File: config.mk
export PLATFORM = sky130hd
export DESIGN_NAME = alu_issue_flat
export DESIGN_NICKNAME = d
export VERILOG_FILES = /design/src/rtl/alu_issue_pkg.sv /design/src/rtl/alu_issue_if.sv /design/src/rtl/alu_issue_decode.sv /design/src/rtl/alu_issue.sv /design/src/flat_wrapper.sv
export SDC_FILE = /design/constraint.sdc
export NUM_CORES = 1
export LEC_CHECK = 0
export CELL_PAD_IN_SITES_DETAIL_PLACEMENT = 1
export CELL_PAD_IN_SITES_GLOBAL_PLACEMENT = 1
export CORE_AREA = 2 2 153 155
export DETAILED_ROUTE_END_ITERATION = 6
export DIE_AREA = 0 0 155 157
export PLACE_DENSITY = 0.82
export SYNTH_ARGS = -nofsm -noshare
export SYNTH_HDL_FRONTEND = slang
export SYNTH_SLANG_ARGS = --single-unit
File: constraint.sdc
create_clock -name clk -period 1.75 [get_ports clk]
set_clock_uncertainty 0.05 [all_clocks]
set_input_delay 0.35 -clock clk [delete_from_list [all_inputs] [get_ports clk]]
set_output_delay 0.35 -clock clk [all_outputs]
set_load 0.05 [all_outputs]
File: src/rtl/alu_issue_pkg.sv
// Shared types and encodings for the alu_issue stage: ALU control codes,
// MIPS opcode/funct values, the issued bundle and the skid-buffer states.
package alu_pkg;

  localparam logic [3:0] ALU_NOP  = 4'b0000;
  localparam logic [3:0] ALU_ADD  = 4'b0001;
  localparam logic [3:0] ALU_SUB  = 4'b0010;
  localparam logic [3:0] ALU_AND  = 4'b0011;
  localparam logic [3:0] ALU_OR   = 4'b0100;
  localparam logic [3:0] ALU_NOR  = 4'b0101;
  localparam logic [3:0] ALU_SLT  = 4'b0110;
  localparam logic [3:0] ALU_SLL  = 4'b0111;
  localparam logic [3:0] ALU_SRL  = 4'b1000;
  localparam logic [3:0] ALU_SRA  = 4'b1001;
  localparam logic [3:0] ALU_SLTU = 4'b1010;

  localparam logic [5:0] OP_RTYPE = 6'h00;
  localparam logic [5:0] OP_BEQ   = 6'h04;
  localparam logic [5:0] OP_BNE   = 6'h05;
  localparam logic [5:0] OP_ADDI  = 6'h08;
  localparam logic [5:0] OP_ADDIU = 6'h09;
  localparam logic [5:0] OP_SLTI  = 6'h0A;
  localparam logic [5:0] OP_SLTIU = 6'h0B;
  localparam logic [5:0] OP_ANDI  = 6'h0C;
  localparam logic [5:0] OP_ORI   = 6'h0D;
  localparam logic [5:0] OP_LUI   = 6'h0F;
  localparam logic [5:0] OP_LW    = 6'h23;
  localparam logic [5:0] OP_SW    = 6'h2B;

  localparam logic [5:0] FN_SLL  = 6'h00;
  localparam logic [5:0] FN_SRL  = 6'h02;
  localparam logic [5:0] FN_SRA  = 6'h03;
  localparam logic [5:0] FN_JR   = 6'h08;
  localparam logic [5:0] FN_ADD  = 6'h20;
  localparam logic [5:0] FN_ADDU = 6'h21;
  localparam logic [5:0] FN_SUB  = 6'h22;
  localparam logic [5:0] FN_SUBU = 6'h23;
  localparam logic [5:0] FN_AND  = 6'h24;
  localparam logic [5:0] FN_OR   = 6'h25;
  localparam logic [5:0] FN_NOR  = 6'h27;
  localparam logic [5:0] FN_SLT  = 6'h2A;
  localparam logic [5:0] FN_SLTU = 6'h2B;

  typedef struct packed {
    logic [3:0]  ctrl;
    logic [31:0] a;
    logic [31:0] b;
    logic [4:0]  shamt;
    logic [4:0]  dest;
    logic        reg_write;
    logic        illegal;
  } alu_bundle_t;

  typedef enum logic [1:0] {
    ST_EMPTY = 2'd0,
    ST_ONE   = 2'd1,
    ST_TWO   = 2'd2
  } skid_state_t;

  function automatic logic [31:0] sign_ext16(input logic [15:0] imm);
    return {{16{imm[15]}}, imm};
  endfunction

endpackage

File: src/rtl/alu_issue_if.sv
// Upstream/downstream handshake and execute-stage bundle of alu_issue.
// master = driver of instructions / consumer of bundles, slave = the stage.
interface alu_issue_if;
  logic        in_valid;
  logic        in_ready;
  logic [31:0] instr;
  logic [31:0] rs_data;
  logic [31:0] rt_data;
  logic        out_valid;
  logic        out_ready;
  logic [3:0]  ALU_ctrl;
  logic [31:0] a;
  logic [31:0] b;
  logic [4:0]  shamt;
  logic [4:0]  dest;
  logic        reg_write;
  logic        illegal;

  modport master (
    output in_valid, instr, rs_data, rt_data, out_ready,
    input  in_ready, out_valid, ALU_ctrl, a, b, shamt, dest, reg_write, illegal
  );

  modport slave (
    input  in_valid, instr, rs_data, rt_data, out_ready,
    output in_ready, out_valid, ALU_ctrl, a, b, shamt, dest, reg_write, illegal
  );
endinterface

File: src/rtl/alu_issue_decode.sv
// Combinational MIPS opcode/funct decode into an ALU issue bundle.
// ALU_ISSUE_ILLEGAL_EN enables flagging of undecodable instructions.
module alu_decode
  import alu_pkg::*;
(
  input  logic [31:0] instr_i,
  input  logic [31:0] rs_data_i,
  input  logic [31:0] rt_data_i,
  output alu_bundle_t bundle_o
);

  logic [5:0]  op_s;
  logic [5:0]  funct_s;
  logic [31:0] simm_s;
  logic [31:0] zimm_s;
  logic        unused_s;

  assign op_s     = instr_i[31:26];
  assign funct_s  = instr_i[5:0];
  assign simm_s   = sign_ext16(instr_i[15:0]);
  assign zimm_s   = {16'h0000, instr_i[15:0]};
  assign unused_s = ^instr_i[25:21];

  // opcode/funct decode; rd==0 suppresses writeback at the end
  always_comb begin
    bundle_o           = '0;
    bundle_o.ctrl      = ALU_NOP;
    bundle_o.a         = rs_data_i;
    bundle_o.b         = rt_data_i;
    bundle_o.dest      = instr_i[20:16];
    bundle_o.reg_write = 1'b1;
    case (op_s)
      OP_RTYPE: begin
        bundle_o.dest = instr_i[15:11];
        case (funct_s)
          FN_ADD, FN_ADDU: bundle_o.ctrl = ALU_ADD;
          FN_SUB, FN_SUBU: bundle_o.ctrl = ALU_SUB;
          FN_AND:          bundle_o.ctrl = ALU_AND;
          FN_OR:           bundle_o.ctrl = ALU_OR;
          FN_NOR:          bundle_o.ctrl = ALU_NOR;
          FN_SLT:          bundle_o.ctrl = ALU_SLT;
          FN_SLTU:         bundle_o.ctrl = ALU_SLTU;
          FN_SLL: begin
            bundle_o.ctrl  = ALU_SLL;
            bundle_o.shamt = instr_i[10:6];
          end
          FN_SRL: begin
            bundle_o.ctrl  = ALU_SRL;
            bundle_o.shamt = instr_i[10:6];
          end
          FN_SRA: begin
            bundle_o.ctrl  = ALU_SRA;
            bundle_o.shamt = instr_i[10:6];
          end
          FN_JR:   bundle_o.reg_write = 1'b0;
          default: begin
            bundle_o.reg_write = 1'b0;
`ifdef ALU_ISSUE_ILLEGAL_EN
            bundle_o.illegal = 1'b1;
`endif
          end
        endcase
      end
      OP_ADDI, OP_ADDIU, OP_LW: begin
        bundle_o.ctrl = ALU_ADD;
        bundle_o.b    = simm_s;
      end
      OP_SW: begin
        bundle_o.ctrl      = ALU_ADD;
        bundle_o.b         = simm_s;
        bundle_o.reg_write = 1'b0;
      end
      OP_SLTI: begin
        bundle_o.ctrl = ALU_SLT;
        bundle_o.b    = simm_s;
      end
      OP_SLTIU: begin
        bundle_o.ctrl = ALU_SLTU;
        bundle_o.b    = simm_s;
      end
      OP_ANDI: begin
        bundle_o.ctrl = ALU_AND;
        bundle_o.b    = zimm_s;
      end
      OP_ORI: begin
        bundle_o.ctrl = ALU_OR;
        bundle_o.b    = zimm_s;
      end
      OP_LUI: begin
        bundle_o.ctrl  = ALU_SLL;
        bundle_o.b     = zimm_s;
        bundle_o.shamt = 5'd16;
      end
      OP_BEQ, OP_BNE: begin
        bundle_o.ctrl      = ALU_SUB;
        bundle_o.reg_write = 1'b0;
      end
      default: begin
        bundle_o.reg_write = 1'b0;
`ifdef ALU_ISSUE_ILLEGAL_EN
        bundle_o.illegal = 1'b1;
`endif
      end
    endcase
    bundle_o.reg_write = bundle_o.reg_write & (bundle_o.dest != 5'd0);
  end

endmodule

File: src/rtl/alu_issue.sv
// Issue stage: decodes into a registered output bundle backed by a one-entry
// skid register. Build option ALU_ISSUE_ILLEGAL_EN enables the illegal flag.
module alu_issue
  import alu_pkg::*;
(
  input  logic     clk,
  input  logic     reset,
  input  logic     flush,
  alu_issue_if.slave bus
);

  skid_state_t state_q, state_d;
  alu_bundle_t out_q, out_d, skid_q, skid_d, dec_s;
  logic        in_ready_q, in_ready_d;
  logic        out_valid_q, out_valid_d;
  logic        accept_s, drain_s;

  alu_decode u_decode (
    .instr_i   (bus.instr),
    .rs_data_i (bus.rs_data),
    .rt_data_i (bus.rt_data),
    .bundle_o  (dec_s)
  );

  assign accept_s = bus.in_valid & in_ready_q;
  assign drain_s  = out_valid_q & bus.out_ready;

  // skid-buffer next state; flush overrides any accept or drain
  always_comb begin
    state_d = state_q;
    out_d   = out_q;
    skid_d  = skid_q;
    if (flush) begin
      state_d = ST_EMPTY;
    end else begin
      case (state_q)
        ST_EMPTY: begin
          if (accept_s) begin
            out_d   = dec_s;
            state_d = ST_ONE;
          end else begin
            state_d = ST_EMPTY;
          end
        end
        ST_ONE: begin
          if (accept_s && drain_s) begin
            out_d = dec_s;
          end else if (accept_s) begin
            skid_d  = dec_s;
            state_d = ST_TWO;
          end else if (drain_s) begin
            state_d = ST_EMPTY;
          end else begin
            state_d = ST_ONE;
          end
        end
        ST_TWO: begin
          if (drain_s) begin
            out_d   = skid_q;
            state_d = ST_ONE;
          end else begin
            state_d = ST_TWO;
          end
        end
        default: state_d = ST_EMPTY;
      endcase
    end
    out_valid_d = (state_d != ST_EMPTY);
    in_ready_d  = (state_d != ST_TWO);
  end

  // state and bundle registers
  always_ff @(posedge clk) begin
    if (reset) begin
      state_q     <= ST_EMPTY;
      out_q       <= '0;
      skid_q      <= '0;
      in_ready_q  <= 1'b1;
      out_valid_q <= 1'b0;
    end else begin
      state_q     <= state_d;
      out_q       <= out_d;
      skid_q      <= skid_d;
      in_ready_q  <= in_ready_d;
      out_valid_q <= out_valid_d;
    end
  end

  assign bus.in_ready  = in_ready_q;
  assign bus.out_valid = out_valid_q;
  assign bus.ALU_ctrl  = out_q.ctrl;
  assign bus.a         = out_q.a;
  assign bus.b         = out_q.b;
  assign bus.shamt     = out_q.shamt;
  assign bus.dest      = out_q.dest;
  assign bus.reg_write = out_q.reg_write;
  assign bus.illegal   = out_q.illegal;

endmodule

File: src/flat_wrapper.sv
// flat-port wrapper written by rule: the top's interface ports become plain ports
module alu_issue_flat import alu_pkg::*;
  (clk, reset, flush, bus_in_valid, bus_instr, bus_rs_data, bus_rt_data, bus_out_ready, bus_in_ready, bus_out_valid, bus_ALU_ctrl, bus_a, bus_b, bus_shamt, bus_dest, bus_reg_write, bus_illegal);
  alu_issue_if bus_i ();
  input  logic clk;
  input  logic reset;
  input  logic flush;
  input wire logic [$bits(bus_i.in_valid)-1:0] bus_in_valid;
  input wire logic [$bits(bus_i.instr)-1:0] bus_instr;
  input wire logic [$bits(bus_i.rs_data)-1:0] bus_rs_data;
  input wire logic [$bits(bus_i.rt_data)-1:0] bus_rt_data;
  input wire logic [$bits(bus_i.out_ready)-1:0] bus_out_ready;
  output wire logic [$bits(bus_i.in_ready)-1:0] bus_in_ready;
  output wire logic [$bits(bus_i.out_valid)-1:0] bus_out_valid;
  output wire logic [$bits(bus_i.ALU_ctrl)-1:0] bus_ALU_ctrl;
  output wire logic [$bits(bus_i.a)-1:0] bus_a;
  output wire logic [$bits(bus_i.b)-1:0] bus_b;
  output wire logic [$bits(bus_i.shamt)-1:0] bus_shamt;
  output wire logic [$bits(bus_i.dest)-1:0] bus_dest;
  output wire logic [$bits(bus_i.reg_write)-1:0] bus_reg_write;
  output wire logic [$bits(bus_i.illegal)-1:0] bus_illegal;
  assign bus_i.in_valid = bus_in_valid;
  assign bus_i.instr = bus_instr;
  assign bus_i.rs_data = bus_rs_data;
  assign bus_i.rt_data = bus_rt_data;
  assign bus_i.out_ready = bus_out_ready;
  assign bus_in_ready = bus_i.in_ready;
  assign bus_out_valid = bus_i.out_valid;
  assign bus_ALU_ctrl = bus_i.ALU_ctrl;
  assign bus_a = bus_i.a;
  assign bus_b = bus_i.b;
  assign bus_shamt = bus_i.shamt;
  assign bus_dest = bus_i.dest;
  assign bus_reg_write = bus_i.reg_write;
  assign bus_illegal = bus_i.illegal;
  alu_issue u_core (.clk(clk), .reset(reset), .flush(flush), .bus(bus_i));
endmodule
Word-level counts from Yosys, hierarchy flattened
Index checks and enable logic that the tools add are counted.

word-level totals
  memories kept = 0
  word-level logic and storage cells = 86
  input port bits = 101
  register bits = 163
  output and inout port bits = 82
  memory bits (read-only) = 0
  RAM bits = 0
  bits in latches = 0

operators by class
  bitwise gates (word level) = 5
  reduce and logical (&&, ||, !) cells = 18
  shift-type cells = 0
  add/subtract/negate cells = 0
  equality and inequality tests = 28
  multiplexer cells = 19
  multipliers = 0
  magnitude comparators = 0
  divide/modulo/power cells = 0

operators with widths
  operator                                              number
  2-to-1 mux 80 bit                                     3
  case mux 80 bit (3 select lines)                      1
  equality test 6 bit (second input constant)           11
  case mux 32 bit (2 select lines)                      1
  equality test 6 x 4 -> 1 bit (second input constant)  7
  case mux 4 bit (10 select lines)                      1
  case mux 4 bit (8 select lines)                       1
  equality test 6 x 2 -> 1 bit (second input constant)  2
  equality test 6 x 3 -> 1 bit (second input constant)  2
  logical NOT 6 bit                                     2
  OR reduction 12 bit                                   1
  2-to-1 mux 5 bit                                      2
  case mux 5 bit (2 select lines)                       1
  2-to-1 mux 2 bit                                      4
  OR reduction 8 bit                                    1
  != test 2 x 1 -> 1 bit (second input constant)        3
  case mux 2 bit (3 select lines)                       1
  OR reduction 2 bit                                    3
  OR reduction 3 bit                                    2
  OR reduction 6 bit                                    1
  AND reduction 5 bit                                   1
  nonzero test 5 bit                                    1
  AND reduction 4 bit                                   1
  OR reduction 4 bit                                    1
  11 further kinds                                      16

Depth between registers and ports, before layout
  depth after elaboration = 7
  gate-level depth with buffers = 9
  gate-level depth less buffers = 6

Cells and area by module
From an unflattened synthesis, not the netlist that was laid out.

unflattened totals
  cell total of the unflattened synthesis = 985
  area, all modules = 7489.7 um2

by module, submodules not included
  module      times used  seq. area each (um2)  area each (um2)  cells an instance
  alu_issue   1           3283.1                6343.6           815
  alu_decode  1           0.0                   1146.1           170

Least setup slack after synthesis
Ideal clock, no wire load.

  path kind = flip-flop to flip-flop
  start point = register u_core.out_valid_q (netlist: u_core.bus.out_valid)
  end point = register u_core.out_q (netlist bit u_core.bus.b[25])
  library setup time = 0.140 ns
  cell stages (with the launch flop) = 10
  clock period less this slack = 2.296 ns
  data arrival time = 2.106 ns
  data required time = 1.560 ns
  buffers on the path = 3
  slack = -0.546 ns
  cell sequence = dfxtp_1 > a21boi_1 > o31ai_2 > nand2b_1 > buf_2 > or3_1 > buf_2 > buf_6 > a21oi_2 > nor4_2

between the ends
  word-level cells in the longest chain between the ends = 4
  elaborated cells on any way between the ends = 5
  those cells by class = eq/ne: 2; bitwise: 1; reduce/logical: 2

RTL lines
  what                                     RTL line         source
  start: declaration                       alu_issue.sv:15  logic out_valid_q, out_valid_d;
  start signal: assignment                 alu_issue.sv:85  out_valid_q <= out_valid_d;
  bitwise AND 1 bit *                      alu_issue.sv:26  assign drain_s = out_valid_q & bus.out_ready;
  logical AND 1 bit                        alu_issue.sv:46  if (accept_s && drain_s) begin
  != test 2 x 1 -> 1 bit (no source line)  -
  AND reduction 5 bit (no source line) *   -
  end signal: assignment                   alu_issue.sv:82  out_q <= out_d;
  end: declaration                         alu_issue.sv:13  alu_bundle_t out_q, out_d, skid_q, skid_d, dec_s;

Mark *: on every way between the ends. The rest lies on a longest branch, timed or not.
A chain may end at the register's enable or synchronous reset.

Worst setup path in the final report
  start point = register u_core.state_q[0]
  end point = register u_core.out_q (netlist bit u_core.bus.b[23])

between the ends
  word-level cells in the longest chain between the ends = 3
  elaborated cells on any way between the ends = 9
  those cells by class = eq/ne: 5; mux: 1; reduce/logical: 3

RTL lines
  what                                                                           RTL line         source
  start: declaration                                                             alu_issue.sv:12  skid_state_t state_q, state_d;
  start signal: assignment                                                       alu_issue.sv:81  state_q <= state_d;
  equality test 2 bit, or another cell as far along                              alu_issue.sv:36  case (state_q)
  != test 2 x 1 -> 1 bit (no source line) or nonzero test 3 bit (tied branches)  -
  AND reduction 5 bit (no source line)                                           -

Parallel ways exist; a longest one is shown, timed or not.

==> flow_summary.toml <==
[status]
status = "complete, but fails checks"
violations = "setup timing"

[sta]
fin_setup_tns_ns = -3.53
max_freq_ghz = 0.530
fin_crit_ns = 1.89
finalSetupViolCount = 69
tightest_slew_ns = 0.629
timing.hold.ws_ns = 0.374
finalHoldViolCount = 0
rsz0062_at_grt = "true"
slew_headroom = 0.580
fin_ws_ns = -0.139
post-route-period-util = 1.08
slew_violations = 0

[die]
die_x_um = 155
rows = 55
fp.coreArea_sq_um = 22500
num_io_pins = 183
start_util = 0.316
die-area_sq_um = 24300
die_h_um = 157

[yosys]
yosysTopAreaCellShare = 0.456
synth_top_family_by_area = "simple AND/OR/NAND/NOR gates"
syn-instance-count = 874
ys_top_cells_by_area = "dfxtp_1 (46%), nand2_1 (9.0%), nor2_1 (5.9%), a211oi_1 (5.2%), a21oi_1 (4.6%)"
yosys.area.top_type = "dfxtp_1"
synth-edff-count = 0
synthFlopType = "dfxtp_1"
synthTopCellsByCount = "nand2_1 (170), dfxtp_1 (162), nor2_1 (112)"
synth-seq-cells = 162
synth.most_common_cell = "nand2_1"
netlist_area_sq_um = 7110
ys_seq_area_frac = 0.456
async_flop_share = 0
synth-simple-area-share = 0.240
synth_compound_area_frac = 0.215
avgSynthCellArea_sq_um = 8.13
synth_fa_ha_area_frac = 0
synth.distinct_cells = 52
synthMuxAreaShare = 0.0310
synth_fp_nets = 975
yosys_warnings = 0
synth-xor-area-share = 0.00123

[critical_path]
r2r_end = "u_core.bus.b[23]$_SDFFE_PP0P_"
crit_chain = "a21boi_4 -> o31ai_4 -> buf_6 -> nand2b_2 -> or3_4 -> buf_16 -> a21oi_4 -> nor4_2"
r2r_start = "u_core.state_q[0]$_SDFF_PP0_"
path_max_fanout = 8
critPathCaptureType = "flop"
crit_end = "u_core.bus.b[23]$_SDFFE_PP0P_"
ff2ff_setup_slack_ns = -0.14
max_stage_delay_ns = 0.40
cp-startpoint = "u_core.state_q[0]$_SDFF_PP0_"
crit_type = "flop to flop"
cp_slowest_cell = "or3_4"
required_ns = 2.01
critPathLaunchType = "flop"
worst_ep_arrival_time_ns = 2.15
r2r_cells = 8

[clock_network]
cts_sinks = 162
clockBufferDepth = 2
cts-root-buf = "clkbuf_16"
path_clk_slew_ns = 0.07
htreeDepth = 4
cts_buffers = 17
clkLatencyLatePin_ns = 0.43
cts_tree = "built"

[global_route]
grt.overflow.total = 0
grt_pass1_vias = 7556
grt_pass1_wl_um = 40800
track_usage = 0.212
grt_max_degree = 54
antenna_found_initial = 2

[routing]
drt_wl_total_um = 27500
route.detailed.drc = 0
via_per_inst = 5.37
drtIter0Drc = 422
first_pass_iters = 4
wl_per_cell_um = 19.7
num_vias = 7476
antenna_left = 0

[place]
portBuffers = 176
place_area_sq_um = 9440
place_congestion = 0.857
place_hpwl_um = 16200

[power]
power_mw = 10.1
ir_drop_mv = 0.547
p_leak_nw = 4.31
p_per_area_nw_per_um2 = 910

[final_layout]
layout.nets = 1196
diodes = 0
layout-drive-gt1-share = 0.291
design_area_sq_um = 11100
fill_cells = 2575
syn_to_final_growth_pct = 56.4

[job]
cap_violations = 0

[worst_hold_path]
min_path_type = "primary input to flop"
critical path, delay by kind of cell, from the launching register on:
family | cells | cell delay [ns]
AO/OA/AOI/OAI | 3 | 0.50
buffers and inverters | 2 | 0.32
flip-flops | 1 | 0.34
AND/OR/NAND/NOR | 3 | 0.55
cell families (layout without fill, tap and decap cells):
logic type / count (synthesis) / in the layout
other cells: 1 / 1
mux: 22 / 22
buf+inv: 90 / 324
flops: 162 / 162
xor+xnor: 1 / 1
compound gates: 227 / 227
simple gates: 371 / 371
report_power, final:
part	internal, mW	leakage [nW]	switching (mW)
combinational	0.827	2.68	1.16
clock	2.56	0.318	1.62
sequential	3.84	1.32	0.102
total	7.23	4.31	2.88
metrics by stage:
| step | setup slack (ns) | instances | util |
|---|---|---|---|
| 6_report | -0.139 | 1393 | 0.494 |
| 2_1_floorplan | -0.148 | 874 | - |
| 5_1_grt | -0.201 | 1393 | 0.494 |
| 3_5_place_dp | -0.760 | 1327 | 0.419 |
| 3_3_place_gp | -0.713 | 1327 | 0.419 |
| 4_1_cts | -0.0913 | 1381 | 0.475 |
cell type report:
cell class / count / area (sq um) / area share
multi-input cells: 622 / 3930 / 0.354
well taps: 285 / 357 / 0.0321
clock buffers: 22 / 484 / 0.0436
flip-flops and latches: 162 / 3250 / 0.293
clock inverters: 10 / 169 / 0.0152
inverters: 6 / 22.5 / 0.00203
repair buffers: 286 / 2900 / 0.261
cells in the final DEF (no fill, tap or decap), types with 3 or more instances in the layout:
cell             instances
a21oi_2                 14
a31oi_1                 13
nor2_4                   3
nor2_2                   6
a21o_1                  10
clkbuf_16               22
inv_1                    6
nor4_1                   6
buf_6                   13
o21ai_2                  4
nor4_2                  12
buf_4                  147
a211oi_2                 9
nand2_1                168
a21oi_1                 51
mux2i_1                 17
inv_6                    3
a21oi_4                 11
nor2_1                 103
dlygate4sd2_1            6
mux2i_2                  3
buf_16                   5
clkbuf_8                 4
buf_12                  20
a211oi_1                40
nor3_1                  23
dfxtp_1                158
a311oi_1                30
clkdlybuf4s50_1         86
o21ai_0                  4
a221oi_2                 4
and4_1                  10
o21ai_1                 18
bufinv_16                4
nand3_1                 11
nand2b_1                 3
flip-flops by register name, indices dropped and copies added (netlist names):
signal and flops:
u_core.skid_q 79, u_core.bus.a 32, u_core.bus.b 32, u_core.bus.dest 5, u_core.bus.shamt 5, u_core.bus.ALU_ctrl 4, u_core.state_q 2, u_core.bus.in_ready 1
u_core.bus.out_valid 1, u_core.bus.reg_write 1
what timing repair did:
item | 4_1_cts | 5_1_grt
pin swaps | 21 | 33
cloned | 7 | 7
buffers inserted | 16 | 6
gates resized for setup | 81 | 60
endpoints found under the setup margin | 144 | 136
hold buffers | 0 | 0
worst min path at each step:
stage / slack, ns / from / depth (start not counted) / endpoint
after floorplan: 0.38 / flush / 1 / u_core.state_q[0]$_SDFF_PP0_
after global routing: 0.38 / reset / 3 / u_core.skid_q[46]$_SDFFE_PP0P_
after CTS: 0.35 / reset / 4 / u_core.bus.b[6]$_SDFFE_PP0P_
after detailed placement: 0.40 / u_core.skid_q[46]$_SDFFE_PP0P_ / 2 / u_core.skid_q[46]$_SDFFE_PP0P_
final: 0.37 / reset / 3 / u_core.skid_q[46]$_SDFFE_PP0P_
after global placement: 0.39 / u_core.skid_q[57]$_SDFFE_PP0P_ / 2 / u_core.skid_q[57]$_SDFFE_PP0P_
metal layers:
layer / vias up / track usage / wire length (um)
met1: 3680 / 0.261 / 11600
met5: - / 0 / 10
met2: 211 / 0.372 / 13800
met4: 2 / 0.0780 / 749
li1: 3533 / - / -
met3: 50 / 0.0388 / 1280
(Power assumes the default switching activity.)
